--- src/rtl/lcd_bus_master.sv ---
// 8080-style parallel LCD bus master: valid/ready beats become timed CS/WR/RD/RS strobes.
// Read beats are built only when LCD_READ_EN is defined; otherwise every beat is a write.
module lcd_bus_master #(
  parameter int unsigned DATA_W     = 16,
  parameter int unsigned T_SETUP    = 1,
  parameter int unsigned T_PULSE    = 2,
  parameter int unsigned T_HOLD     = 1,
  parameter int unsigned T_RST      = 4,
  parameter int unsigned T_RST_WAIT = 3
) (
  input  logic              clk,
  input  logic              rst,
  input  logic              s_valid,
  output logic              s_ready,
  input  logic              s_rs,
  input  logic              s_rd,
  input  logic              s_last,
  input  logic [DATA_W-1:0] s_data,
  input  logic              panel_rst_req,
  output logic              r_valid,
  output logic [DATA_W-1:0] r_data,
  output logic              done,
  output logic              busy,
  output logic              lcd_cs_n,
  output logic              lcd_wr_n,
  output logic              lcd_rd_n,
  output logic              lcd_rs,
  output logic              lcd_rst_n,
  output logic [DATA_W-1:0] lcd_d_o,
  input  logic [DATA_W-1:0] lcd_d_i,
  output logic              lcd_d_oe
);

  localparam int unsigned Max1 = (T_SETUP > T_PULSE) ? T_SETUP : T_PULSE;
  localparam int unsigned Max2 = (Max1 > T_HOLD) ? Max1 : T_HOLD;
  localparam int unsigned Max3 = (Max2 > T_RST) ? Max2 : T_RST;
  localparam int unsigned MaxT = (Max3 > T_RST_WAIT) ? Max3 : T_RST_WAIT;
  localparam int unsigned CntW = $clog2(MaxT + 1);

  localparam logic [CntW-1:0] LdSetup = CntW'(T_SETUP - 1);
  localparam logic [CntW-1:0] LdPulse = CntW'(T_PULSE - 1);
  localparam logic [CntW-1:0] LdHold  = CntW'(T_HOLD - 1);
  localparam logic [CntW-1:0] LdRst   = CntW'(T_RST - 1);
  localparam logic [CntW-1:0] LdWait  = CntW'(T_RST_WAIT - 1);

  typedef enum logic [2:0] {
    StIdle, StSetup, StStrobe, StHold, StBurst, StRstLo, StRstWt
  } state_e;

  state_e          state_q, state_d;
  logic [CntW-1:0] cnt_q, cnt_d;
  logic            rst_pend_q, rst_pend_d;
  logic            rd_q, last_q;
  logic            accept, enter_rstlo, beat_end;
  logic            s_rd_eff, beat_rd, in_beat_d, strobe_last;

`ifdef LCD_READ_EN
  assign s_rd_eff = s_rd;
`else
  assign s_rd_eff = 1'b0;
  logic unused_rd_inputs;
  assign unused_rd_inputs = ^{s_rd, lcd_d_i};
`endif

  assign s_ready     = ((state_q == StIdle) || (state_q == StBurst)) && !rst_pend_q;
  assign busy        = (state_q != StIdle);
  assign accept      = s_valid && s_ready;
  assign strobe_last = (state_q == StStrobe) && (cnt_q == '0);

  always_comb begin
    state_d     = state_q;
    cnt_d       = (cnt_q != '0) ? cnt_q - CntW'(1) : cnt_q;
    enter_rstlo = 1'b0;
    beat_end    = 1'b0;
    unique case (state_q)
      StIdle, StBurst: begin
        // A pending panel reset wins over a waiting command.
        if (rst_pend_q) begin
          state_d     = StRstLo;
          cnt_d       = LdRst;
          enter_rstlo = 1'b1;
        end else if (s_valid) begin
          state_d = StSetup;
          cnt_d   = LdSetup;
        end
      end
      StSetup: if (cnt_q == '0) begin
        state_d = StStrobe;
        cnt_d   = LdPulse;
      end
      StStrobe: if (cnt_q == '0) begin
        state_d = StHold;
        cnt_d   = LdHold;
      end
      StHold: if (cnt_q == '0) begin
        beat_end = 1'b1;
        state_d  = last_q ? StIdle : StBurst;
      end
      StRstLo: if (cnt_q == '0) begin
        state_d = StRstWt;
        cnt_d   = LdWait;
      end
      StRstWt: if (cnt_q == '0) begin
        state_d = StIdle;
      end
      default: state_d = StIdle;
    endcase
  end

  assign rst_pend_d = panel_rst_req || (rst_pend_q && !enter_rstlo);
  // Pins are registered from the next state so they line up with state_q.
  assign beat_rd    = accept ? s_rd_eff : rd_q;
  assign in_beat_d  = (state_d == StSetup) || (state_d == StStrobe) || (state_d == StHold);

  always_ff @(posedge clk) begin
    if (rst) begin
      state_q    <= StIdle;
      cnt_q      <= '0;
      rst_pend_q <= 1'b0;
      rd_q       <= 1'b0;
      last_q     <= 1'b0;
      lcd_cs_n   <= 1'b1;
      lcd_wr_n   <= 1'b1;
      lcd_rs     <= 1'b0;
      lcd_rst_n  <= 1'b1;
      lcd_d_o    <= '0;
      lcd_d_oe   <= 1'b0;
      done       <= 1'b0;
    end else begin
      state_q    <= state_d;
      cnt_q      <= cnt_d;
      rst_pend_q <= rst_pend_d;
      lcd_cs_n   <= !(in_beat_d || (state_d == StBurst));
      lcd_wr_n   <= !((state_d == StStrobe) && !beat_rd);
      lcd_rst_n  <= (state_d != StRstLo);
      lcd_d_oe   <= in_beat_d && !beat_rd;
      done       <= beat_end;
      if (accept) begin
        rd_q    <= s_rd_eff;
        last_q  <= s_last;
        lcd_rs  <= s_rs;
        lcd_d_o <= s_data;
      end
    end
  end

`ifdef LCD_READ_EN
  always_ff @(posedge clk) begin
    if (rst) begin
      lcd_rd_n <= 1'b1;
      r_valid  <= 1'b0;
      r_data   <= '0;
    end else begin
      lcd_rd_n <= !((state_d == StStrobe) && beat_rd);
      r_valid  <= beat_end && rd_q;
      if (strobe_last && rd_q) begin
        r_data <= lcd_d_i;
      end
    end
  end
`else
  logic unused_strobe_last;
  assign unused_strobe_last = strobe_last;
  assign lcd_rd_n = 1'b1;
  assign r_valid  = 1'b0;
  assign r_data   = '0;
`endif

endmodule

--- config.mk ---
export PLATFORM = sky130hd
export DESIGN_NAME = lcd_bus_master
export DESIGN_NICKNAME = d
export VERILOG_FILES = /design/src/rtl/lcd_bus_master.sv
export SDC_FILE = /design/constraint.sdc
export NUM_CORES = 1
export LEC_CHECK = 0
export BUFFER_PORTS_ARGS = -buffer_cell sky130_fd_sc_hd__buf_4
export CAP_MARGIN = 20
export CORE_MARGIN = 2
export CORE_UTILIZATION = 50
export CTS_BUF_LIST = sky130_fd_sc_hd__clkbuf_4
export DETAILED_ROUTE_END_ITERATION = 8
export GPL_TIMING_DRIVEN = 0
export PLACE_DENSITY_LB_ADDON = 0.05
export SYNTH_ARGS = -nofsm -noshare
export SYNTH_HDL_FRONTEND = slang
export SYNTH_SLANG_ARGS = --single-unit
--- constraint.sdc ---
create_clock -name clk -period 3.5 [get_ports clk]
set_input_delay 1.05 -clock clk [delete_from_list [all_inputs] [get_ports clk]]
set_output_delay 1.05 -clock clk [all_outputs]
set_load 0.01 [all_outputs]
==> impl_results.md, run 1 <==
* Crit-path cells: clkbuf_1, buf_2, or3_1, buf_4
* Setup WS pre-CTS at 1.14 ns
* Starting density of the core at 51.4%
* Largest area contributor in the netlist: dfxtp_1
* Syn Inst Count at about 190
* ANT nets after route at 0
* Synth top area cells: dfxtp_1 (40%), nand2_1 (10%), buf_4 (8.8%), a21oi_2 (5.7%), a21oi_1 (4.9%)
* CTS tree: yes
* Detailed Place HPWL at 2410 um
* Detailed Routing Iterations Pass 1 at 4
* Top-area cell type share of the netlist area at 40.2%
* Most numerous cell in the Yosys netlist: nand2_1
* R2r startpoint: cnt_q[0]$_SDFF_PP0_
* Ys async rst share at 0%
* Hold Fails Final Rpt at 0
* Hold path endpoint: lcd_d_o[5]$_SDFFE_PP0P_
* Post-synth top flop: dfxtp_1
* Clk pin slew, worst setup/hold paths at approximately 0.090 ns
* Critical Path AT at 1.70 ns
* Chip Width at 59.5 um
* Slew @ Worst Pin at 0.589 ns
* Synth-to-layout area growth at 32.2%
* RSZ-0062 raised after global routing: false
* R2R setup slack at 1.36 ns
* Number of flops mapped to enable cells by yosys at 0
* F_max at 363 MHz
* Die Area at 3550 um^2
* Lkg Pwr at 0.958 nW
* Crit Path Class: flip-flop to output port
* CP max stage cell: or3_1
* PwrDens at 619 nW/um^2
* DR vias at ~1400
* Slew headroom at 60.7%
* Routed WL at 3210 um
* CP Data Required Time at 2.45 ns
* Period minus WS final at 2.75 ns
* Fillers at 274
* Share of cells above drive strength 1 at 34.5%
* Rows at 20
* VDD IR max at 0.000259 V
* Clk_lat worst skew at 0.33 ns
* Worst hold start: lcd_d_o[5]$_SDFFE_PP0P_
* Gp weighted congestion at 0.844
* Post-synthesis sequential area ratio at roughly two fifths
* Startpoint Class: flip-flop
* Hold path depth at 2
* Final setup margin at 0.745 ns
* H-Tree Level Count at 2
* Setup_tns at 0 ns
* Cts bufs inserted at 5
* WHS at roughly 0.46 ns
* # resized after CTS at 0
* Period utilisation layout at 78.7%
* DRC violations left at 0
* YS warnings at 0
* Post-synth top cells: nand2_1 (41), dfxtp_1 (31), buf_4 (18)
* Worst path bufs/invs at 3
* Die H at 59.5 um
* Reg2reg end: cnt_q[0]$_SDFF_PP0_
* Largest net degree at the start of global routing at 11
* Final Max Tran Viols at 0
* Delay of the slowest critical-path stage at 0.40 ns
* Fin nets at roughly 300
* First-pass GRT wire length at 5130 um
* Clk sinks at 31
* Synth cell types at 36
* CTS hold repair buffers at 0
* CP top delay family: buffers and inverters
* Clk root buf: clkbuf_4
* Hold Path Class: flip-flop to flip-flop
* Setup Fix Bufs, Post-CTS at 0
* Worst R2R Path Depth at 9
* Status: finished clean
* Inserted Diodes at 0
* IO Count at 81
* Max-cap violation count at 0
* Yosys reg bits at 31
* Initial antenna violation count at 0
* Setup crit end kind: output port
* Via/cell ratio at 4.76
* Number of global-route vias before repair at 1214
* Iteration-0 DRC count of the detailed router at 52
* Mean post-synth cell area at 8.04 um^2
* Crit path max fanout at 10
* Buffer depth of the longest clock path at 2
* Final Skew at 0.00595 ns
* Post-Syn Area at ~1500 um^2
* Buffers on Ports at 45
* Core footprint at 3000 um^2
* Total grt overflow at 0
* Setup Viol. Count Final at 0
* Wirelength per Cell at 10.9 um
* Global Route Usage Sum at 19.5%
## registers in the layout (all words and copies together) (netlist names)
signal      flops
cnt_q           3
done            1
last_q          1
lcd_cs_n        1
lcd_d_o        16
lcd_d_oe        1
lcd_rs          1
lcd_rst_n       1
lcd_wr_n        1
rd_q            1
rst_pend_q      1
state_q         3
## worst max-delay path by stage
stage,end,slack (ns),depth (start not counted),startpoint
6_report,busy,0.75,4,state_q[1]$_SDFF_PP0_
2_1_floorplan,busy,1.36,3,state_q[1]$_SDFF_PP0_
5_1_grt,busy,0.67,4,state_q[1]$_SDFF_PP0_
3_3_place_gp,busy,1.14,4,state_q[1]$_SDFF_PP0_
4_1_cts,busy,0.77,4,state_q[1]$_SDFF_PP0_
3_5_place_dp,busy,1.14,4,state_q[1]$_SDFF_PP0_
## layer usage
| layer | global-route usage (%) | share of wire, % | wire (um) |
|---|---|---|---|
| met3 | 5.90 | 6.2 | 200 |
| met5 | 0 | 0 | 0 |
| met4 | 11.7 | 2.6 | 85 |
| met1 | 23.9 | 45 | 1440 |
| met2 | 30.1 | 46 | 1490 |
## tightest hold or removal path: cells and delay by family, from the launching register on
family | cells | cell delay (ns)
AOI/OAI and AO/OA | 1 | 0.05
and+or+nand+nor | 1 | 0.05
DFF | 1 | 0.32
## where the power goes
group	switching (mW)	internal, mW	leakage [nW]
Sequential	0.0363	0.421	0.254
Clock	0.117	0.0936	0.0361
Combinational	0.326	0.269	0.667
Total	0.479	0.783	0.958
## area by class of cell
cell class,count,area [um^2],share of cell area (%)
multi-input combinational,141,761,37.3
inverter,7,27.5,1.35
clock buffer,7,52.6,2.58
clock inverter,1,5.00,0.245
tap,33,41.3,2.02
buffer,29,194,9.51
sequential,31,621,30.4
timing repair buffer,45,338,16.6
## cells by family after synthesis
family	Yosys count	share of synthesized area (%)
buffers and inverters	36	14.4
and+or+nand+nor	77	23.4
xor gates and xnor gates	1	0.568
adders and majority gates	4	3.24
DFF	31	40.2
other	2	0.487
AOI/OAI and AO/OA	40	17.1
muxes	1	0.649
## placed cells by master, fill, tap and decap left out, types with 2 or more instances in the layout
cell type   n
a31oi_1     3
nor2_1     12
nand3_1     2
ha_1        4
nand2_1    41
conb_1     18
buf_2       2
or3_1       3
buf_4      63
dfxtp_1    31
clkbuf_1    6
clkinv_2    2
and3b_1     3
nor3_1      4
a21oi_2    10
o21a_1      2
nor2b_1     3
nand3b_1    3
a21oi_1    15
clkbuf_4    7
o21ai_0     5
inv_1       6
buf_6       2
## stage by stage
| step | instances | utilization, % | cell area [um^2] | total power, mW |
|---|---|---|---|---|
| finish | 294 | 67.9 | 2040 | 1.26 |
| global route | 294 | 67.9 | 2040 | 1.37 |
| CTS | 294 | 67.9 | 2040 | 1.27 |
| detailed placement | 286 | 66.0 | 1980 | 1.06 |
| global placement | 286 | 66.0 | 1980 | 1.05 |
| floorplan | 208 | - | 1600 | 0.876 |
No activity file was read; power rests on OpenSTA's default activity.
==> run 2, diff against run 1 <==
- ABC_AREA: not set -> 1
- CORE_UTILIZATION: 50 -> 46
- clock period: 3.5 -> 2.9 ns (I/O delays scaled with it)
==> run 2 against run 1 <==
Largest cell class unchanged; die area is 9.4% higher; register-to-register slack got worse by 0.04 ns; sequential power increased by 24%; routed wire length rose by 6.4%; synthesized cell count rose by 9.4%; clock skew up 0.0031 ns; combinational power rose by 36%; core utilization down 4.5 points; critical path type unchanged; area after synthesis up 1.3%; final cell count up 11%.
==> impl_results.md, run 2 <==
* DRC violations left at 0
* Buffers on Ports at 45
* Largest net degree at the start of global routing at 12
* Clk root buf: clkbuf_4
* Largest regs: lcd_d_o x16, cnt_q x3, state_q x3
* Setup Fix Bufs, Post-CTS at 0
* R2R setup slack at around 1.3 ns
* Number of global-route vias before repair at 1325
* R2r startpoint: cnt_q[0]$_SDFF_PP0_
* Lkg Pwr at 1.08 nW
* RSZ-0062 raised after global routing: false
* IO Count at slightly above 80
* Synth cell types at 25
* Final Skew at 0.00910 ns
* Hold Path Class: flip-flop to flip-flop
* Gp weighted congestion at 0.790
* Post-Syn Area at 1560 um^2
* YS warnings at 0
* Setup WS pre-CTS at 0.925 ns
* Crit Path Class: flip-flop to output port
* Global Route Usage Sum at 18.4%
* Post-synthesis sequential area ratio at 39.7%
* Syn Inst Count at 210
* ANT nets after route at 0
* CTS tree: yes
* Crit path to: s_ready
* Buffer depth of the longest clock path at 2
* Initial antenna violation count at 0
* CP Data Required Time at between 2 and 2.5 ns
* Most numerous cell in the Yosys netlist: nand2_1
* Core footprint at about 3300 um^2
* Post-synth top cells: nand2_1 (49), dfxtp_1 (31), nand3_1 (28)
* Setup_tns at 0 ns
* Fin nets at between 300 and 400
* Detailed Routing Iterations Pass 1 at 4
* Mean post-synth cell area at 7.44 um^2
* Top-area cell type share of the netlist area at between 30% and 40%
* Hold Fails Final Rpt at 0
* Status: finished clean
* Number of flops mapped to enable cells by yosys at 0
* Yosys reg bits at 31
* Inserted Diodes at 0
* PwrDens at 818 nW/um^2
* Commonest non-fill, non-tap cell in the layout: buf_4
* Most frequent cells in the layout: buf_4 (63), nand2_1 (49), dfxtp_1 (31)
* # resized after CTS at 0
* Starting density of the core at 47.2%
* Rows at 21
* Critical Path AT at 1.47 ns
* Die H at 62.3 um
* VDD IR max at 0.000376 V
* Worst R2R Path Depth at 7
* Crit path max fanout at 10
* Setup Viol. Count Final at 0
* Ys async rst share at 0%
* Clk_lat worst skew at 0.34 ns
* DR vias at 1482
* Reg2reg end: lcd_wr_n$_SDFF_PP1_
* Wirelength per Cell at between 10 and 15 um
* First-pass GRT wire length at 5690 um
* Worst Setup SP: state_q[0]$_SDFF_PP0_
* Period utilisation layout at 80.9%
* Die Area at 3880 um^2
* Max reg flops at 16
* CTS hold repair buffers at 0
* Largest Register: lcd_d_o
* Clk pin slew, worst setup/hold paths at roughly 0.1 ns
* Share of cells above drive strength 1 at 30.8%
* F_max at about 430 MHz
* Chip Width at 62.3 um
* Detailed Place HPWL at 2540 um
* Post-synth top flop: dfxtp_1
* Via/cell ratio at 4.56
* Synth top area cells: dfxtp_1 (40%), nand2_1 (12%), nand3_1 (9.0%), buf_4 (8.6%), a21oi_1 (7.0%)
* Startpoint Class: flip-flop
* Routed WL at 3410 um
* Fillers at 331
* Final Max Tran Viols at 0
* Largest area contributor in the netlist: dfxtp_1
* Final setup margin at 0.555 ns
* Cts bufs inserted at 5
* Total grt overflow at 0
* Period minus WS final at 2.34 ns
* H-Tree Level Count at 2
* Iteration-0 DRC count of the detailed router at 41
* Clk sinks at 31
* Max-cap violation count at 0
* Synth-to-layout area growth at 34.3%
* Setup crit end kind: output port
run 2: area by class of cell:
type                            count  area (um^2)  share of cell area [%]
Clock inverter                      3         43.8                    2.09
Tap cell                           46         57.6                    2.74
Sequential cell                    31          621                    29.6
Clock buffer                        5         37.5                    1.79
Multi-Input combinational cell    151          744                    35.5
Timing Repair Buffer               45          338                    16.1
Buffer                             26          190                    9.06
Inverter                           18         67.6                    3.22
run 2: stage by stage:
| stage | util, % | std cells | total power [mW] | cell area (um^2) | hold slack, ns |
|---|---|---|---|---|---|
| after floorplan | - | 226 | 1.14 | 1620 | 0.430 |
| after global placement | 61.0 | 317 | 1.37 | 2020 | 0.441 |
| after detailed placement | 61.0 | 317 | 1.38 | 2020 | 0.452 |
| after CTS | 63.4 | 325 | 1.73 | 2100 | 0.465 |
| after global routing | 63.4 | 325 | 1.85 | 2100 | 0.486 |
| final | 63.4 | 325 | 1.72 | 2100 | 0.463 |
run 2: power breakdown:
part	internal [mW]	switching, mW	total, mW	leakage, nW
sequential	0.514	0.0530	0.567	0.254
clock	0.181	0.159	0.340	0.0452
combinational	0.335	0.475	0.811	0.782
run 2: worst min path at each step:
stage / from / end / slack, ns / cells after the start
2_1_floorplan: last_q$_SDFFE_PP0P_ / last_q$_SDFFE_PP0P_ / 0.43 / 2
3_5_place_dp: last_q$_SDFFE_PP0P_ / last_q$_SDFFE_PP0P_ / 0.45 / 2
4_1_cts: last_q$_SDFFE_PP0P_ / last_q$_SDFFE_PP0P_ / 0.47 / 2
5_1_grt: lcd_rs$_SDFFE_PP0P_ / lcd_rs$_SDFFE_PP0P_ / 0.49 / 2
3_3_place_gp: last_q$_SDFFE_PP0P_ / last_q$_SDFFE_PP0P_ / 0.44 / 2
6_report: last_q$_SDFFE_PP0P_ / last_q$_SDFFE_PP0P_ / 0.46 / 2
run 2: cells by family after synthesis:
logic type	count (synthesis)	share of synthesized area [%]
other cells	2	0.481
xor+xnor	1	0.561
fa+ha+maj	4	3.20
simple gates	102	31.1
compound gates	26	8.41
buf+inv	44	16.5
flops	31	39.7
run 2: per-layer routing:
layer	vias to the layer above	wire length (um)	share of wire (%)	global-route usage [%]
met5	-	0	0	0
met1	664	1480	43	20.7
met2	41	1690	49	31.7
met3	5	189	5.5	5.25
met4	0	58	1.7	9.17
li1	772	-	-	-
run 2: worst max-delay path: stages (launching register included):
cell	delay (ns)
dfxtp_1	0.32
buf_6	0.13
nor2_4	0.14
inv_2	0.09
nor2_8	0.17
buf_6	0.17
buf_4	0.12
